$ cat src/rtl/ps2_host_tx.sv
// PS/2 host-to-device transmitter: sends one command byte using the host-request sequence and
// drives ps2c/ps2d open-drain through output-enables.
module ps2_host_tx #(
    parameter int unsigned INHIBIT_CYCLES = 12000,
    parameter int unsigned RTS_CYCLES     = 200,
    parameter int unsigned FILTER_LEN     = 8,
    parameter int unsigned START_TIMEOUT  = 1500000,
    parameter int unsigned PACKET_TIMEOUT = 200000
) (
    input  logic       clk,
    input  logic       reset,
    input  logic       ps2c_in,
    input  logic       ps2d_in,
    input  logic [7:0] tx_data,
    input  logic       tx_start,
    output logic       ps2c_oe,
    output logic       ps2d_oe,
    output logic       tx_busy,
    output logic       tx_done,
    output logic       tx_ack_ok,
    output logic       tx_err,
    output logic       rx_inhibit
);

    localparam int unsigned MaxA   = (INHIBIT_CYCLES > RTS_CYCLES) ? INHIBIT_CYCLES : RTS_CYCLES;
    localparam int unsigned MaxB   = (START_TIMEOUT > PACKET_TIMEOUT) ? START_TIMEOUT
                                                                      : PACKET_TIMEOUT;
    localparam int unsigned CntMax = (MaxA > MaxB) ? MaxA : MaxB;
    localparam int unsigned CntW   = $clog2(CntMax + 1);
    localparam int unsigned FiltW  = $clog2(FILTER_LEN + 1);

    typedef enum logic [2:0] {StIdle, StInhibit, StRts, StSend, StAck, StRelease} state_e;

    // Index 0 is ps2c, index 1 is ps2d.
    logic [1:0]       meta_q, sync_q, filt_q;
    logic [FiltW-1:0] fcnt_q [2];
    logic             c_prev_q;
    logic             fall_c;

    state_e          state_q;
    logic [CntW-1:0] cnt_q;
    logic [3:0]      bit_q;
    logic            first_q;
    logic [7:0]      data_q;
    logic            parity_q;
    logic            tmo;

    always_ff @(posedge clk) begin
        if (!reset) begin
            meta_q   <= 2'b11;
            sync_q   <= 2'b11;
            filt_q   <= 2'b11;
            c_prev_q <= 1'b1;
            for (int i = 0; i < 2; i++) fcnt_q[i] <= '0;
        end else begin
            meta_q   <= {ps2d_in, ps2c_in};
            sync_q   <= meta_q;
            c_prev_q <= filt_q[0];
            for (int i = 0; i < 2; i++) begin
                if (sync_q[i] == filt_q[i]) begin
                    fcnt_q[i] <= '0;
                end else if (fcnt_q[i] == FiltW'(FILTER_LEN - 1)) begin
                    filt_q[i] <= sync_q[i];
                    fcnt_q[i] <= '0;
                end else begin
                    fcnt_q[i] <= fcnt_q[i] + 1'b1;
                end
            end
        end
    end

    assign fall_c = c_prev_q & ~filt_q[0];

    // The start window runs until the first device clock; after that the packet window applies.
    always_comb begin
        tmo = 1'b0;
        case (state_q)
            StSend:    tmo = !fall_c && (first_q ? (cnt_q >= CntW'(PACKET_TIMEOUT - 1))
                                                 : (cnt_q >= CntW'(START_TIMEOUT - 1)));
            StAck:     tmo = !fall_c && (cnt_q >= CntW'(PACKET_TIMEOUT - 1));
            StRelease: tmo = (filt_q != 2'b11) && (cnt_q >= CntW'(PACKET_TIMEOUT - 1));
            default:   tmo = 1'b0;
        endcase
    end

    always_ff @(posedge clk) begin
        if (!reset) begin
            state_q   <= StIdle;
            cnt_q     <= '0;
            bit_q     <= '0;
            first_q   <= 1'b0;
            data_q    <= '0;
            parity_q  <= 1'b0;
            ps2c_oe   <= 1'b0;
            ps2d_oe   <= 1'b0;
            tx_busy   <= 1'b0;
            tx_done   <= 1'b0;
            tx_ack_ok <= 1'b0;
            tx_err    <= 1'b0;
        end else begin
            tx_done <= 1'b0;
            tx_err  <= 1'b0;
            cnt_q   <= cnt_q + 1'b1;
            if (tmo) begin
                ps2c_oe   <= 1'b0;
                ps2d_oe   <= 1'b0;
                tx_err    <= 1'b1;
                tx_ack_ok <= 1'b0;
                tx_busy   <= 1'b0;
                state_q   <= StIdle;
            end else begin
                case (state_q)
                    StIdle: if (tx_start) begin
                        data_q    <= tx_data;
                        parity_q  <= ~^tx_data;
                        tx_ack_ok <= 1'b0;
                        tx_busy   <= 1'b1;
                        ps2c_oe   <= 1'b1;
                        cnt_q     <= '0;
                        state_q   <= StInhibit;
                    end
                    StInhibit: if (cnt_q == CntW'(INHIBIT_CYCLES - 1)) begin
                        ps2d_oe <= 1'b1;
                        cnt_q   <= '0;
                        state_q <= StRts;
                    end
                    StRts: if (cnt_q == CntW'(RTS_CYCLES - 1)) begin
                        ps2c_oe <= 1'b0;
                        cnt_q   <= '0;
                        bit_q   <= '0;
                        first_q <= 1'b0;
                        state_q <= StSend;
                    end
                    StSend: if (fall_c) begin
                        first_q <= 1'b1;
                        bit_q   <= bit_q + 1'b1;
                        if (!first_q) cnt_q <= '0;
                        if (bit_q == 4'd9) begin
                            ps2d_oe <= 1'b0;
                            state_q <= StAck;
                        end else if (bit_q == 4'd8) begin
                            ps2d_oe <= ~parity_q;
                        end else begin
                            ps2d_oe <= ~data_q[bit_q[2:0]];
                        end
                    end
                    StAck: if (fall_c) begin
                        tx_ack_ok <= ~filt_q[1];
                        cnt_q     <= '0;
                        state_q   <= StRelease;
                    end
                    StRelease: if (filt_q == 2'b11) begin
                        tx_done <= 1'b1;
                        tx_busy <= 1'b0;
                        state_q <= StIdle;
                    end
                    default: state_q <= StIdle;
                endcase
            end
        end
    end

    assign rx_inhibit = tx_busy;

endmodule

$ cat config.mk
export PLATFORM = sky130hd
export DESIGN_NAME = ps2_host_tx
export DESIGN_NICKNAME = d
export VERILOG_FILES = /design/src/rtl/ps2_host_tx.sv
export SDC_FILE = /design/constraint.sdc
export NUM_CORES = 1
export LEC_CHECK = 0
export CORE_MARGIN = 4
export CORE_UTILIZATION = 25
export CTS_CLUSTER_DIAMETER = 80
export DETAILED_ROUTE_END_ITERATION = 10
export GPL_TIMING_DRIVEN = 0
export PLACE_DENSITY = 0.51
export SKIP_CTS_REPAIR_TIMING = 1
export SLEW_MARGIN = 20
export SYNTH_ARGS = -nofsm -noshare
export SYNTH_HDL_FRONTEND = slang
export SYNTH_SLANG_ARGS = --single-unit
$ cat constraint.sdc
create_clock -name clk -period 2.4 [get_ports clk]
set_input_delay 0.24 -clock clk [delete_from_list [all_inputs] [get_ports clk]]
set_output_delay 0.24 -clock clk [all_outputs]
set_load 0.02 [all_outputs]
; Word-level counts from Yosys, hierarchy flattened
; Memory sizes are Yosys's and may differ from the RTL's.
; Cells that the tools add are included.
[classes]
n_addsub = 4
mul = 0
div = 0
n_lt_le_gt_ge = 3
n_eq_ne = 22
n_shift = 0
n_mux = 69
n_bitwise = 16
n_reduce_logical = 22
[op_table]
columns = op, n
row1 = $mux W21, 7
row2 = $pmux W21 S5, 1
row3 = $mux W1, 37
row4 = $mux W4, 8
row5 = $add A21 B1 Y21 const B, 1
row6 = $eq A21 B14 Y1 const B, 1
row7 = $eq A21 B8 Y1 const B, 1
row8 = $ge A21 B18 Y1 const B, 1
row9 = $ge A21 B21 Y1 const B, 1
row10 = $mux W3, 7
row11 = $pmux W3 S6, 1
row12 = $ne A2 B2 Y1 const B, 8
row13 = $reduce_and A3 Y1, 5
row14 = $add A4 B1 Y4 const B, 3
row15 = $pmux W1 S2, 5
row16 = $reduce_bool A2 Y1, 5
row17 = $not A1 Y1, 9
row18 = $eq A4 B3 Y1 const B, 2
row19 = $eq A4 B4 Y1 const B, 2
row20 = $pmux W4 S2, 1
row21 = $reduce_xnor A8 Y1, 1
row22 = $reduce_and A7 Y1, 1
row23 = $eq A3 B2 Y1 const B, 2
row24 = $eq A3 B3 Y1 const B, 2
row25 = other kinds (15), 24
[word_totals]
register_bits = 51
latchBits = 0
ramBits = 8
mem_bits_ro = 0
in_bits = 13
out_inout_bits = 7
elab_cells = 154
memories = 1
[memory_table]
columns = memory, words, width, read_ports, rd_ports_with_merged_regs, wr, line_no
row1 = fcnt_q, 2, 4, 2, 0, 2, 36  ; logic [FiltW-1:0] fcnt_q [2];

; Longest topological paths before layout
[depth]
ltp_word = 7
ltp_mapped = 8
mapped_depth_nobuf = 7

; Least setup slack after synthesis
; Ideal clock, no wire load.
[synth_path]
path_type = flip-flop to flip-flop
startpoint = register cnt_q[0]
endpoint = register tx_busy (netlist: rx_inhibit)
t_arrival_ns = 1.775
path_slack_ns = 0.492
stages_incl_launch_ff = 8
n_path_buf = 0
path_cell_list = dfxtp_1 ha_1 inv_1 a2111oi_2 nor3_2 o311ai_2 o31ai_4 a21boi_1
[synth_via]
elab_chain_len = 5
[synth_rtl]
columns = item, line_no
row1 = from (decl), 41  ; logic [CntW-1:0] cnt_q;
row2 = from (signal assigned), 103  ; cnt_q <= cnt_q + 1'b1;
row3 = $ge A21 B21 Y1 or $ge A21 B18 Y1 (tied branches), -
row4 = $mux W1, 78  ; StSend: tmo = !fall_c && (first_q ? (cnt_q >= CntW'(PACKET_TIMEOUT - 1))
row5 = $logic_and A1 B1 Y1, 78
row6 = $pmux W1 S3 (*), 77  ; case (state_q)
row7 = $reduce_or A2 Y1 (no source line) (*), -
row8 = to (signal assigned), 96  ; tx_busy <= 1'b0;
row9 = to (signal assigned), 109  ; tx_busy <= 1'b0;
row10 = to (signal assigned), 117  ; tx_busy <= 1'b1;
row11 = to (decl), 18  ; output logic tx_busy,
; Every way passes the cells marked *; elsewhere a longest branch is shown, timed or not.
; A chain may end at the register's enable or synchronous reset.

; Worst setup path in the final report
[layout_path]
startpoint = register cnt_q[0]
endpoint = register cnt_q[16]
[layout_via]
elab_chain_len = 5
[layout_rtl]
columns = item, line_no
row1 = $add A21 B1 Y21 (tied with other cells), 103
row2 = $mux W21 or $mux W1 (tied branches), "137, 78"
row3 = $mux W21 or $logic_and A1 B1 Y1 (tied branches), "134, 78"
row4 = $pmux W21 S5 or $pmux W1 S3 (tied branches), "112, 77"
row5 = $mux W21 (*), 104  ; if (tmo) begin
; Marked as above.

==> results.md <==
* Max frequency at ~460 MHz
* R2R Path Start: cnt_q[0]
* Clock root buffer: clkbuf_16
* Vias at 2498
* Commonest cells after routing, fill and taps aside: dfxtp_1 (51), nor2_1 (50), nand2_1 (34)
* Vias in the first global route at between 2000 and 2500
* Inserted Diodes at 0
* Share of cells above drive strength 1 at a little over a tenth
* DR vias/cell at 4.643
* Setup crit end kind: register
* Levels on crit path at 7
* EDFF count, synth at 8
* Outcome: finished clean
* Final nets at 405
* Slowest stage cell, crit path: dfxtp_1
* Largest net degree at the start of global routing at 11
* Critical Path AT at 2.40 ns
* Cells after Synth at 349
* # fillers at ~1200
* Worst hold path class: register to register
* Min-delay src: meta_q[1]
* Setup_tns at 0 ns
* Setup Viol. Count Final at 0
* MaxCap Viol Count at 0
* FF-to-FF End: cnt_q[16]
* Total grt overflow at 0
* Reg2reg path depth at 7
* Mux share of post-synthesis cell area at 2.459%
* IO Pins at 20
* Ys async rst share at 0%
* Die footprint at approximately 14000 um2
* Inserted Clock Buffers at 9
* Synth Flop Type: dfxtp_1
* CP bufs+invs at 1
* Synth area leader: dfxtp_1
* Crit path max fanout at 10
* Unique masters post-synth at 60
* CP Capture Point: cnt_q[16]
* Delay-heaviest family, CP: simple AND/OR/NAND/NOR gates
* Compound-Gate Fraction of Synth Area at 12.38%
* Pwr per Cell Area at 684.7 nW/um2
* PortBufs at 19
* Clock period minus worst slack at 2.184 ns
* Die Span X at approximately 120 um
* Worst-Skew Late Latency at 0.33 ns
* H-tree depth at 3
* Kind of critical path: register to register
* # rows at 40
* Worst rel slew slack at 55.32%
* Avg Inst Size Synth at 8.748 um2
* Slew Viols, Final at 0
* Synth Area in Simple Gates at 26.80%
* FF+latch count, synth at 59
* GRT Overall Usage at between 10% and 20%
* Average wire per standard cell at 12.82 um
* Flop-to-flop setup slack at 0.22 ns
* Die Ht at around 120 um
* Final Cycle Share at 90.99%
* CP Cell Sequence: ha_2 > nand3b_1 > nor4_1 > o2bb2ai_1 > o21ai_1 > buf_4 > nor2_1
* Top post-synthesis cells by area: dfxtp_1 (33%), edfxtp_1 (7.9%), nor2_1 (6.1%), xor2_1 (4.9%), xnor2_1 (4.3%)
* Initial drt markers at 133
* Final Cell Area at 3785 um2
* Clock-pin slew on the worst setup and hold paths at 0.05 ns
* DP Area at between 3000 and 4000 um2
* Post-DP HPWL at 4999 um
* Core box area at between 10000 and 15000 um2
* Total number of yosys warnings at 0
* Final ANT Viol Nets at 0
* Part of the Yosys area used for sequential elements at 41.31%
* Clk buf depth at 2
* Slew @ Worst Pin at 0.6632 ns
* Antenna violations before repair at 0
* Leak Pwr at 1.368 nW
* Post-synthesis adder-cell area fraction at 2.459%
* First-pass GRT wire length at between 10000 and 15000 um
* Final Hold Viols at 0
* Critical Path Start: cnt_q[0]
* TritonCTS clock tree: done
* Crit path largest cell delay at 0.44 ns
* Top cell type's share of synthesized area at 33.44%
* Skew final at 0.005067 ns
* Initial Util at about a quarter
* Post-Syn Area at 3053 um2
* Total wire length at 6899 um
* Gpl congestion at between 0.8 and 0.9
* Max VDD drop at 318.5 uV
* Worst EP required at 2.62 ns
* Area Growth Syn to Fin at 23.98%
* Leading cell type in the layout, fill and taps excluded: dfxtp_1
* CTS sink cnt at 59
* XOR/XNOR share of the synthesized area at 9.180%
* DRT Pass-1 Iters at 4
* Startpoint type of the worst setup path: register
* DRC at 0
* RSZ-0062 raised after global routing: false
* Largest family of logic cells by synthesized area: simple AND/OR/NAND/NOR gates
cells by family after synthesis:
kind of cell | count (synthesis)
multiplexers | 5
flip-flops | 59
AO/OA/AOI/OAI | 55
other | 1
XOR/XNOR | 32
adder cells (fa/ha/maj) | 6
AND/OR/NAND/NOR | 163
buffers and inverters | 28
worst min path at each step:
stage / cells after the start / end
floorplan: 1 / meta_q[0]
global placement: 1 / sync_q[0]
detailed placement: 1 / sync_q[0]
CTS: 1 / sync_q[1]
global route: 1 / sync_q[0]
finish: 1 / sync_q[1]
area by class of cell:
class	instances	area [um2]	share of cell area, %
repair buffers	19	190.2	5.025
clock inverters	3	42.54	1.124
well taps	147	183.9	4.859
multi-input cells	269	1664	43.97
clock buffers	13	281.5	7.438
inverters	10	37.54	0.9917
plain buffers	18	123.9	3.273
flip-flops and latches	59	1261	33.32
layer usage:
layer | share of wire [%] | global-route usage [%]
met1 | 50 | 13.56
met2 | 44 | 15.47
met3 | 3.6 | 3.062
met4 | 2.5 | 4.852
met5 | 0 | 0
where the power goes:
group / total [mW] / internal, mW / switching [mW]
sequential: 1.05 / 1.03 / 0.0214
clock: 1.37 / 0.921 / 0.446
combinational: 0.172 / 0.0815 / 0.0905
Yosys cell counts (all sizes together), types with 2 or more instances:
cell    number
dfxtp       51
nor2        50
nand2       34
nand3       21
a21oi       19
xor2        17
xnor2       15
o21ai       14
nor3        11
buf         10
inv         10
clkbuf       8
edfxtp       8
and3         7
nand2b       7
nand4        7
ha           6
and2         4
nor4         4
a211oi       3
mux2i        3
nand3b       3
nand4b       3
nor2b        3
a21boi       2
and2b        2
and4         2
mux4         2
o211ai       2
o31ai        2
or4b         2
state kept, by name, indices dropped and copies added (netlist names), 2 cells and up:
| signal | cells |
|---|---|
| filt_q | 2 |
| cnt_q | 21 |
| sync_q | 2 |
| data_q | 8 |
| state_q | 3 |
| meta_q | 2 |
| bit_q | 4 |
| fcnt_q | 8 |
metrics by stage:
stage / setup WS, ns / hold slack [ns] / cells / total power [mW] / utilization (%)
after floorplan: 0.4921 / 0.3130 / 356 / 1.180 / -
after global routing: 0.04415 / 0.4332 / 538 / 2.697 / 31.64
after detailed placement: 0.1476 / 0.4050 / 522 / 1.247 / 28.87
after global placement: 0.1363 / 0.4001 / 522 / 1.244 / 28.87
after CTS: 0.1578 / 0.4132 / 538 / 2.634 / 31.58
final: 0.2162 / 0.4054 / 538 / 2.592 / 31.64
Power figures use the tool's default switching activity.
